[src/rtl/pll_lock_reset_ctrl_if.sv]
// Avalon-MM slave bus bundle for pll_lock_reset_ctrl.
//   avs_address   : word address (8 registers)
//   avs_read      : read strobe, data returned one cycle later
//   avs_write     : write strobe
//   avs_writedata : write data
//   avs_readdata  : registered read data
// master modport drives the bus (CPU / testbench), slave modport is the block.
interface pll_lock_reset_ctrl_if;
  logic [2:0]  avs_address;
  logic        avs_read;
  logic        avs_write;
  logic [31:0] avs_writedata;
  logic [31:0] avs_readdata;

  modport master (output avs_address, avs_read, avs_write, avs_writedata,
                  input  avs_readdata);
  modport slave  (input  avs_address, avs_read, avs_write, avs_writedata,
                  output avs_readdata);
endinterface

[src/rtl/pll_lock_reset_ctrl.sv]
// Per-channel PLL reset sequencer and lock monitor behind one Avalon-MM slave.
// Each channel runs IDLE -> RESET (timed reset pulse) -> WAIT (lock
// qualification with timeout) -> UP, falling back to IDLE on loss of lock
// (recorded in STICKY) or parking in FAULT on timeout.
//
// Ports:
//   clk, reset_n : clock, asynchronous active-low reset
//   avs          : Avalon-MM slave (pll_lock_reset_ctrl_if.slave)
//   lock_in      : asynchronous PLL locked inputs, one per channel
//   rst_out      : active-high PLL reset outputs, one per channel
//   irq          : level interrupt, only when PLL_LOCK_IRQ_EN is defined
//
// Register map (word address):
//   0 STATUS RO, 1 STICKY W1C, 2 FAULT RO, 3 START WO, 4 RST_LEN RW [15:0],
//   5 LOCK_RAW RO, 6 IRQ_MASK RW (PLL_LOCK_IRQ_EN only, else 0), 7 reads 0.
//
// Build option: define PLL_LOCK_IRQ_EN to add IRQ_MASK and the irq output.

// One channel's sequencer. rst_out/up/fault decode the state register;
// loss pulses for the cycle UP sees lock_s drop.
module pll_lock_ch #(
  parameter int STABLE_CYCLES  = 8,
  parameter int TIMEOUT_CYCLES = 4096
) (
  input  logic        clk,
  input  logic        reset_n,
  input  logic        start,
  input  logic        lock_s,
  input  logic [15:0] rst_len,
  output logic        rst_out,
  output logic        up,
  output logic        fault,
  output logic        loss
);
  localparam int TW = $clog2(TIMEOUT_CYCLES + 1);

  typedef enum logic [2:0] {S_IDLE, S_RESET, S_WAIT, S_UP, S_FAULT} state_e;

  state_e        state_q, state_d;
  logic [15:0]   len_q, len_d;
  logic [15:0]   rcnt_q, rcnt_d;
  logic [7:0]    stab_q, stab_d;
  logic [TW-1:0] tmo_q, tmo_d;
  logic          stab_done, tmo_done;

  assign stab_done = lock_s && ((stab_q + 8'd1) == 8'(STABLE_CYCLES));
  assign tmo_done  = (tmo_q + TW'(1)) == TW'(TIMEOUT_CYCLES);

  always_ff @(posedge clk or negedge reset_n) begin
    if (!reset_n) begin
      state_q <= S_IDLE;
      len_q   <= 16'd1;
      rcnt_q  <= '0;
      stab_q  <= '0;
      tmo_q   <= '0;
    end else begin
      state_q <= state_d;
      len_q   <= len_d;
      rcnt_q  <= rcnt_d;
      stab_q  <= stab_d;
      tmo_q   <= tmo_d;
    end
  end

  always_comb begin
    state_d = state_q;
    len_d   = len_q;
    rcnt_d  = rcnt_q;
    stab_d  = stab_q;
    tmo_d   = tmo_q;
    loss    = 1'b0;
    case (state_q)
      // rcnt_q counts RESET cycles already spent, starting at 1 on entry
      S_RESET: begin
        if (rcnt_q >= len_q) begin
          state_d = S_WAIT;
          stab_d  = '0;
          tmo_d   = '0;
        end else begin
          rcnt_d = rcnt_q + 16'd1;
        end
      end
      S_WAIT: begin
        stab_d = lock_s ? stab_q + 8'd1 : '0;
        tmo_d  = tmo_q + TW'(1);
        // stable completion beats a coincident timeout
        if (stab_done)     state_d = S_UP;
        else if (tmo_done) state_d = S_FAULT;
      end
      S_UP: begin
        if (!lock_s) begin
          state_d = S_IDLE;
          loss    = 1'b1;
        end
      end
      default: ;
    endcase
    // START overrides everything; loss above still reports so STICKY sets
    if (start) begin
      state_d = S_RESET;
      rcnt_d  = 16'd1;
      len_d   = (rst_len == 16'd0) ? 16'd1 : rst_len;
      stab_d  = '0;
      tmo_d   = '0;
    end
  end

  assign rst_out = !(state_q == S_WAIT || state_q == S_UP);
  assign up      = (state_q == S_UP);
  assign fault   = (state_q == S_FAULT);
endmodule

module pll_lock_reset_ctrl #(
  parameter int N_CH           = 4,
  parameter int RST_CYCLES     = 16,
  parameter int STABLE_CYCLES  = 8,
  parameter int TIMEOUT_CYCLES = 4096
) (
  input  logic                  clk,
  input  logic                  reset_n,
  pll_lock_reset_ctrl_if.slave  avs,
  input  logic [N_CH-1:0]       lock_in,
  output logic [N_CH-1:0]       rst_out
`ifdef PLL_LOCK_IRQ_EN
  ,
  output logic                  irq
`endif
);
  logic [N_CH-1:0] sync1_q, lock_s_q;
  logic [N_CH-1:0] sticky_q, sticky_d;
  logic [15:0]     rst_len_q, rst_len_d;
  logic [31:0]     rdata_q, rdata_d;
  logic [N_CH-1:0] start, up, fault, loss;
  logic            wr_sticky, wr_start, wr_len;
  logic            unused_wdata;

  assign wr_sticky = avs.avs_write && (avs.avs_address == 3'd1);
  assign wr_start  = avs.avs_write && (avs.avs_address == 3'd3);
  assign wr_len    = avs.avs_write && (avs.avs_address == 3'd4);
  assign start     = wr_start ? avs.avs_writedata[N_CH-1:0] : '0;
  // upper write-data bits have no destination for small N_CH
  assign unused_wdata = ^avs.avs_writedata;

`ifdef PLL_LOCK_IRQ_EN
  logic [N_CH-1:0] mask_q, mask_d;
  logic            irq_q, irq_d;
  logic            wr_mask;
  assign wr_mask = avs.avs_write && (avs.avs_address == 3'd6);
`endif

  for (genvar i = 0; i < N_CH; i++) begin : g_ch
    pll_lock_ch #(
      .STABLE_CYCLES (STABLE_CYCLES),
      .TIMEOUT_CYCLES(TIMEOUT_CYCLES)
    ) u_ch (
      .clk    (clk),
      .reset_n(reset_n),
      .start  (start[i]),
      .lock_s (lock_s_q[i]),
      .rst_len(rst_len_q),
      .rst_out(rst_out[i]),
      .up     (up[i]),
      .fault  (fault[i]),
      .loss   (loss[i])
    );
  end

  always_ff @(posedge clk or negedge reset_n) begin
    if (!reset_n) begin
      sync1_q   <= '0;
      lock_s_q  <= '0;
      sticky_q  <= '0;
      rst_len_q <= 16'(RST_CYCLES);
      rdata_q   <= '0;
    end else begin
      sync1_q   <= lock_in;
      lock_s_q  <= sync1_q;
      sticky_q  <= sticky_d;
      rst_len_q <= rst_len_d;
      rdata_q   <= rdata_d;
    end
  end

  always_comb begin
    // a loss in the same cycle as a W1C of that bit keeps the bit set
    sticky_d  = (sticky_q & ~(wr_sticky ? avs.avs_writedata[N_CH-1:0] : '0)) | loss;
    rst_len_d = wr_len ? avs.avs_writedata[15:0] : rst_len_q;
    rdata_d   = '0;
    if (avs.avs_read) begin
      case (avs.avs_address)
        3'd0:    rdata_d[N_CH-1:0] = up;
        3'd1:    rdata_d[N_CH-1:0] = sticky_q;
        3'd2:    rdata_d[N_CH-1:0] = fault;
        3'd4:    rdata_d[15:0]     = rst_len_q;
        3'd5:    rdata_d[N_CH-1:0] = lock_s_q;
`ifdef PLL_LOCK_IRQ_EN
        3'd6:    rdata_d[N_CH-1:0] = mask_q;
`endif
        default: ;
      endcase
    end
  end

  assign avs.avs_readdata = rdata_q;

`ifdef PLL_LOCK_IRQ_EN
  always_ff @(posedge clk or negedge reset_n) begin
    if (!reset_n) begin
      mask_q <= '0;
      irq_q  <= 1'b0;
    end else begin
      mask_q <= mask_d;
      irq_q  <= irq_d;
    end
  end

  always_comb begin
    mask_d = wr_mask ? avs.avs_writedata[N_CH-1:0] : mask_q;
    irq_d  = |((sticky_q | fault) & mask_q);
  end

  assign irq = irq_q;
`endif
endmodule

[src/flat_wrapper.sv]
// flat-port wrapper written by rule: the top's interface ports become plain ports
module pll_lock_reset_ctrl_flat 
#(
  parameter int N_CH           = 4,
  parameter int RST_CYCLES     = 16,
  parameter int STABLE_CYCLES  = 8,
  parameter int TIMEOUT_CYCLES = 4096
)
  (clk, reset_n, lock_in, rst_out, avs_avs_address, avs_avs_read, avs_avs_write, avs_avs_writedata, avs_avs_readdata);
  pll_lock_reset_ctrl_if avs_i ();
  input  logic clk;
  input  logic reset_n;
  input  logic [N_CH-1:0] lock_in;
  output logic [N_CH-1:0] rst_out;
  input wire logic [$bits(avs_i.avs_address)-1:0] avs_avs_address;
  input wire logic [$bits(avs_i.avs_read)-1:0] avs_avs_read;
  input wire logic [$bits(avs_i.avs_write)-1:0] avs_avs_write;
  input wire logic [$bits(avs_i.avs_writedata)-1:0] avs_avs_writedata;
  output wire logic [$bits(avs_i.avs_readdata)-1:0] avs_avs_readdata;
  assign avs_i.avs_address = avs_avs_address;
  assign avs_i.avs_read = avs_avs_read;
  assign avs_i.avs_write = avs_avs_write;
  assign avs_i.avs_writedata = avs_avs_writedata;
  assign avs_avs_readdata = avs_i.avs_readdata;
  pll_lock_reset_ctrl #(.N_CH(N_CH), .RST_CYCLES(RST_CYCLES), .STABLE_CYCLES(STABLE_CYCLES), .TIMEOUT_CYCLES(TIMEOUT_CYCLES)) u_core (.clk(clk), .reset_n(reset_n), .avs(avs_i), .lock_in(lock_in), .rst_out(rst_out));
endmodule
[config.mk]
export PLATFORM = sky130hd
export DESIGN_NAME = pll_lock_reset_ctrl_flat
export DESIGN_NICKNAME = d
export VERILOG_FILES = /design/src/rtl/pll_lock_reset_ctrl_if.sv /design/src/rtl/pll_lock_reset_ctrl.sv /design/src/flat_wrapper.sv
export SDC_FILE = /design/constraint.sdc
export NUM_CORES = 1
export LEC_CHECK = 0
export CAP_MARGIN = 20
export CORE_ASPECT_RATIO = 1.1
export CORE_MARGIN = 2
export CORE_UTILIZATION = 40
export DETAILED_ROUTE_END_ITERATION = 6
export PLACE_DENSITY = 0.59
export SLEW_MARGIN = 20
export SYNTH_ARGS = -nofsm -noshare
export SYNTH_HDL_FRONTEND = slang
export SYNTH_HIERARCHICAL = 1
export SYNTH_SLANG_ARGS = --single-unit
[constraint.sdc]
create_clock -name clk -period 3.86 [get_ports clk]
set_input_delay 0.386 -clock clk [delete_from_list [all_inputs] [get_ports clk]]
set_output_delay 0.386 -clock clk [all_outputs]
set_load 0.01 [all_outputs]
After elaboration in Yosys (flattened, before gate mapping)
Cells that the tools add are included.
{"block": "totals", "ff_bits": 268, "input_bits": 43, "output_inout_bits": 36}
{"block": "classes", "addsub": 12, "eq_ne": 45, "bitwise": 3, "muxes": 78, "reduce_logical": 41, "n_lt_le_gt_ge": 4}
{"operator": "$mux W16", "count": 14}
{"operator": "$mux W13", "count": 8}
{"operator": "$pmux W13 S2", "count": 4}
{"operator": "$mux W8", "count": 12}
{"operator": "$add A16 B1 Y16 const B", "count": 4}
{"operator": "$ge A16 B16 Y1", "count": 4}
{"operator": "$pmux W8 S2", "count": 4}
{"operator": "$mux W3", "count": 20}
{"operator": "$add A13 B1 Y13 const B", "count": 4}
{"operator": "$eq A13 B13 Y1 const B", "count": 4}
{"operator": "$pmux W3 S3", "count": 4}
{"operator": "$add A8 B1 Y8 const B", "count": 4}
{"operator": "$eq A8 B4 Y1 const B", "count": 4}
{"operator": "$eq A3 B2 Y1 const B", "count": 10}
{"operator": "$pmux W4 S5", "count": 1}
{"operator": "$eq A3 B3 Y1 const B", "count": 6}
{"operator": "$logic_not A16 Y1", "count": 1}
{"operator": "$ne A4 B3 Y1 const B", "count": 4}
{"operator": "$reduce_and A2 Y1", "count": 8}
{"operator": "$reduce_and A4 Y1", "count": 4}
{"operator": "$reduce_bool A4 Y1", "count": 4}
{"operator": "$eq A3 B1 Y1 const B", "count": 5}
{"operator": "$mux W12", "count": 1}
{"operator": "$ne A3 B2 Y1 const B", "count": 4}
{"operator": "13 further kinds", "count": 45}

Longest topological paths before layout
{"block": "logic_depth", "depth_word": 6, "mapped_depth": 10}

Cells and area by module
Netlist, hierarchy kept.
{"mod": "pll_lock_ch at u_core.g_ch[0].u_ch ...", "n_inst": 3, "seq_area_each_um2": 1402.6, "area_each_um2": 3500.9, "cells_per_inst": 382}
{"mod": "pll_lock_ch at u_core.g_ch[1].u_ch", "n_inst": 1, "seq_area_each_um2": 1402.6, "area_each_um2": 3329.4, "cells_per_inst": 378}
{"mod": "pll_lock_reset_ctrl", "n_inst": 1, "seq_area_each_um2": 1102.3, "area_each_um2": 1829.3, "cells_per_inst": 128}

Worst setup path before layout
Ideal clock, no wire load.
{"block": "synth_timing", "path_type": "flip-flop to flip-flop", "from": "register u_core.g_ch[0].u_ch.len_q[0]", "to": "register u_core.g_ch[0].u_ch.rcnt_q[15]", "slack_ns": 1.484, "arrival_ns": 2.248, "stages_incl_launch_ff": 8, "synth_period_minus_slack_ns": 2.376, "setup_ns": 0.128, "cell_sequence": "dfstp_2 > ha_1 > nand2b_1 > a2111oi_0 > or3_1 > nand3_4 > a2111oi_2 > mux2_1"}
{"block": "synth_via", "elab_chain_cells": 3}
{"item": "from (decl)", "line_no": "pll_lock_reset_ctrl.sv:40", "rtl": "logic [15:0] len_q, len_d;"}
{"item": "from (signal assigned)", "line_no": "pll_lock_reset_ctrl.sv:58", "rtl": "len_q <= len_d;"}
{"item": "$ge A16 B16 Y1", "line_no": "pll_lock_reset_ctrl.sv:75", "rtl": "if (rcnt_q >= len_q) begin"}
{"item": "$ne A2 B1 Y1 (no source line)"}
{"item": "$reduce_and A2 Y1 (no source line)"}
{"item": "to (signal assigned)", "line_no": "pll_lock_reset_ctrl.sv:59", "rtl": "rcnt_q <= rcnt_d;"}
{"item": "to (decl)", "line_no": "pll_lock_reset_ctrl.sv:41", "rtl": "logic [15:0] rcnt_q, rcnt_d;"}
Every way passes these cells.
A chain may end at the register's enable or synchronous reset.

Worst setup path after layout
{"block": "layout_timing", "from": "register u_core.g_ch[2].u_ch.rcnt_q[13]", "to": "register u_core.g_ch[2].u_ch.tmo_q[4]"}
{"block": "layout_via", "elab_chain_cells": 3}
{"item": "from (decl)", "line_no": "pll_lock_reset_ctrl.sv:41"}
{"item": "from (signal assigned)", "line_no": "pll_lock_reset_ctrl.sv:59"}
{"item": "$ge A16 B16 Y1", "line_no": "pll_lock_reset_ctrl.sv:75"}
{"item": "$ne A3 B2 Y1 (no source line)"}
{"item": "$reduce_and A2 Y1 (no source line)"}
{"item": "to (signal assigned)", "line_no": "pll_lock_reset_ctrl.sv:61", "rtl": "tmo_q <= tmo_d;"}
{"item": "to (decl)", "line_no": "pll_lock_reset_ctrl.sv:43", "rtl": "logic [TW-1:0] tmo_q, tmo_d;"}
Every way passes these cells.

==> flow_metrics.tcl <==
set metrics [dict create \
    outcome "finished clean" \
    synthesis.instances 1652 \
    start_util_pct 40.27 \
    start_kind "register" \
    synth_edf_count 0 \
    synth_area_leaders "dfrtp_1, ha_1, nand2_1" \
    whs_ns 0.2525 \
    drtIter0Drc 624 \
    drt-pass1-iter-count 5 \
    syn_to_final_growth_pct 11.73 \
    cp.required_ns 4.30 \
    remaining_drc_errors 0 \
    ioPinCount 79 \
    worst_pin_slew_ns 0.8681 \
    min_path_type "primary input to register" \
    rsz0062_at_grt "no" \
    layout-drive-gt1-share_pct 7.697 \
    cts_tree "built" \
    arrival_ns 3.54 \
    rows 76 \
    syn_area_per_cell_sq_um 9.480 \
    finalCritPeriodShare_pct 80.14 \
    maxSlewHeadroom_pct 41.94 \
    yosysTopAreaCell "dfrtp_1" \
    antenna_found_initial 0 \
    cts_buffer_depth 3 \
    clock_latency_ns 0.57 \
    final_nets 1790 \
    skew_ns 0.009803 \
    ir_drop_mv 0.3693 \
    power.total_w 0.01013 \
    layout_min_cycle_time_ns 3.093 \
    die_h_um 211.5 \
    cp_max_fo 18 \
    finalHoldViolCount 0 \
    vias 12400 \
    cts_made_buffers 31 \
    worstSetupPathType "register to register" \
    core_area_sq_um 38890 \
    grt_usage_pct 18.27 \
    portBuffers 46 \
    ctsResizeCount 0 \
    drv_cap 0 \
    routabilityCongestion 0.8302 \
    viasPerCell 5.647 \
    p_leak_nw 7.482 \
    cts.sinks 268 \
    ant_nets 0 \
    die_w_um 192.7 \
    grt_pass1_wl_mm 61.38 \
    die_area_sq_um 40750 \
    overflow 0 \
    synth_top_area_share_pct 42.02 \
    final_max_slew_viol_count 0 \
    synth.ff_latch_count 268 \
    max_clock_freq_ghz 0.3233 \
    endpoint_kind "register" \
    htree_num_levels 1 \
    diodes 0 \
    power_density_nw_per_um2 578.9 \
    setup_viol_count_final 0 \
    async_flop_share_pct 100.0 \
    grt_max_degree 104 \
    wl_per_cell_um 16.63 \
    ys.flop_type "dfrtp_1" \
    dp_hpwl_mm 24.65 \
    cts-root-buf "clkbuf_16" \
    synth_area_sq_um 15660 \
    synth_warnings 6 \
    drt_wl_total_mm 36.52 \
    ys_types 77 \
    cts.clk_slew.worst_paths_ns 0.06 \
    grt_pass1_vias 11930 \
    setup_tns_ns 0 \
    seq_area_frac_synth_pct 42.86 \
]
## where the power goes
part	switching (W)	internal, W
Sequential	0.000811	0.00347
Combinational	0.00169	0.00127
Clock	0.00115	0.00174
## repair_timing
item	in CTS	in global routing
endpoints found under the hold margin	100	0
setup buffers	0	0
hold buffers	1	0
## area by class of cell
class | count | area, sq um
well taps | 507 | 634.4
fillers | 3628 | 21390
inverters | 106 | 397.9
clock inverters | 6 | 83.83
clock buffers | 49 | 913.4
repair buffers | 66 | 643.1
flip-flops and latches | 268 | 6713
multi-input cells | 1194 | 8113
## state kept, by name, summed over array words and instances (netlist names)
register                  cells
u_core/rst_len_q             16
u_core/g_ch.u_ch/len_q       64
u_core/g_ch.u_ch/stab_q      32
u_core/sticky_q               4
u_core/lock_s_q               4
u_core/g_ch.u_ch/rcnt_q      64
u_core/sync1_q                4
u_core/g_ch.u_ch/tmo_q       52
u_core/avs.avs_readdata      16
u_core/g_ch.u_ch/state_q     12
## metrics by stage
step / utilization, % / setup slack, ns / std cells / instance area [sq um]
floorplan: - / 1.484 / 1667 / 15720
global placement: 42.40 / 0.8402 / 2140 / 16490
detailed placement: 42.40 / 0.7446 / 2140 / 16490
CTS: 44.99 / 0.7405 / 2196 / 17500
global route: 44.99 / 0.5743 / 2196 / 17500
finish: 44.99 / 0.7665 / 2196 / 17500
## layout by cell type, fill, tap and decap left out, types with 11 or more instances in the layout
master           count
or4_1               14
o41ai_1             30
clkbuf_16           31
nor4_1              26
and3_1              32
nor2_1              60
or3_1               20
clkbuf_1            11
xnor2_1             21
nand2b_1            13
clkdlybuf4s50_1     45
nand3_1             67
conb_1              16
ha_1                80
o31ai_1             17
a21oi_1             96
and2_1              31
mux2i_1             23
nand2_1            174
dfrtp_1            263
a2111o_1            30
nor2b_1             11
nand4_1             26
a211o_1             24
and4_1              11
buf_4               17
a22o_1              18
a31oi_1             21
a21o_1              12
inv_1              106
nor3_1              59
o21ai_0             97
## critical path: stages, from the launching register on
cell and delay, ns:
dfrtp_1 0.43, ha_1 0.32, a211oi_1 0.08, o21ai_2 0.64
nand2b_1 0.63, a31oi_2 0.48, a211o_1 0.40
## worst paths after layout
path	startpoint	endpoint	slack [ns]	depth (start not counted)
max	u_core/g_ch[2].u_ch/rcnt_q[13]$_DFFE_PN0P_	u_core/g_ch[2].u_ch/tmo_q[4]$_DFFE_PN0P_	0.77	6
min	lock_in[1]	u_core/sync1_q[1]$_DFF_PN0_	0.25	1
max reg2reg	u_core/g_ch[2].u_ch/rcnt_q[13]$_DFFE_PN0P_	u_core/g_ch[2].u_ch/tmo_q[4]$_DFFE_PN0P_	0.77	6
min reg2reg	u_core/sync1_q[2]$_DFF_PN0_	u_core/lock_s_q[2]$_DFF_PN0_	0.35	0
max in group asynchronous	reset_n	u_core/g_ch[1].u_ch/stab_q[2]$_DFFE_PN0P_	2.42	3
min in group asynchronous	reset_n	u_core/g_ch[2].u_ch/stab_q[5]$_DFFE_PN0P_	0.48	2
## cells in the mapped netlist (all sizes together) (18+ instances only)
cell,instances
nor4,26
a211o,24
dfrtp,263
or3,20
nand4,26
clkbuf,61
o41ai,30
nand2,174
a31oi,27
nor2,60
and3,32
o21ai,104
ha,80
a22o,18
nor3,60
a2111o,30
inv,106
a21oi,96
nand3,70
and2,33
mux2,19
xnor2,21
buf,38
mux2i,23
## logic make-up after synthesis
group	after synthesis	synth area share (%)
xor gates and xnor gates	27	1.510
buffers and inverters	205	5.808
adders and majority gates	80	6.391
other	1	0.02394
DFF	268	42.86
AOI/OAI and AO/OA	442	20.42
and+or+nand+nor	587	19.91
muxes	42	3.076
## layer usage
metal / GRT usage (%) / wire length [um] / share of wire, % / vias to the layer above
li1: - / - / - / 6132
met1: 24.71 / 16830 / 46 / 6035
met2: 30.45 / 17460 / 48 / 180
met3: 2.172 / 1238 / 3.4 / 54
met4: 5.765 / 994 / 2.7 / 0
met5: 0 / 0 / 0 / -
(Power assumes the default switching activity.)
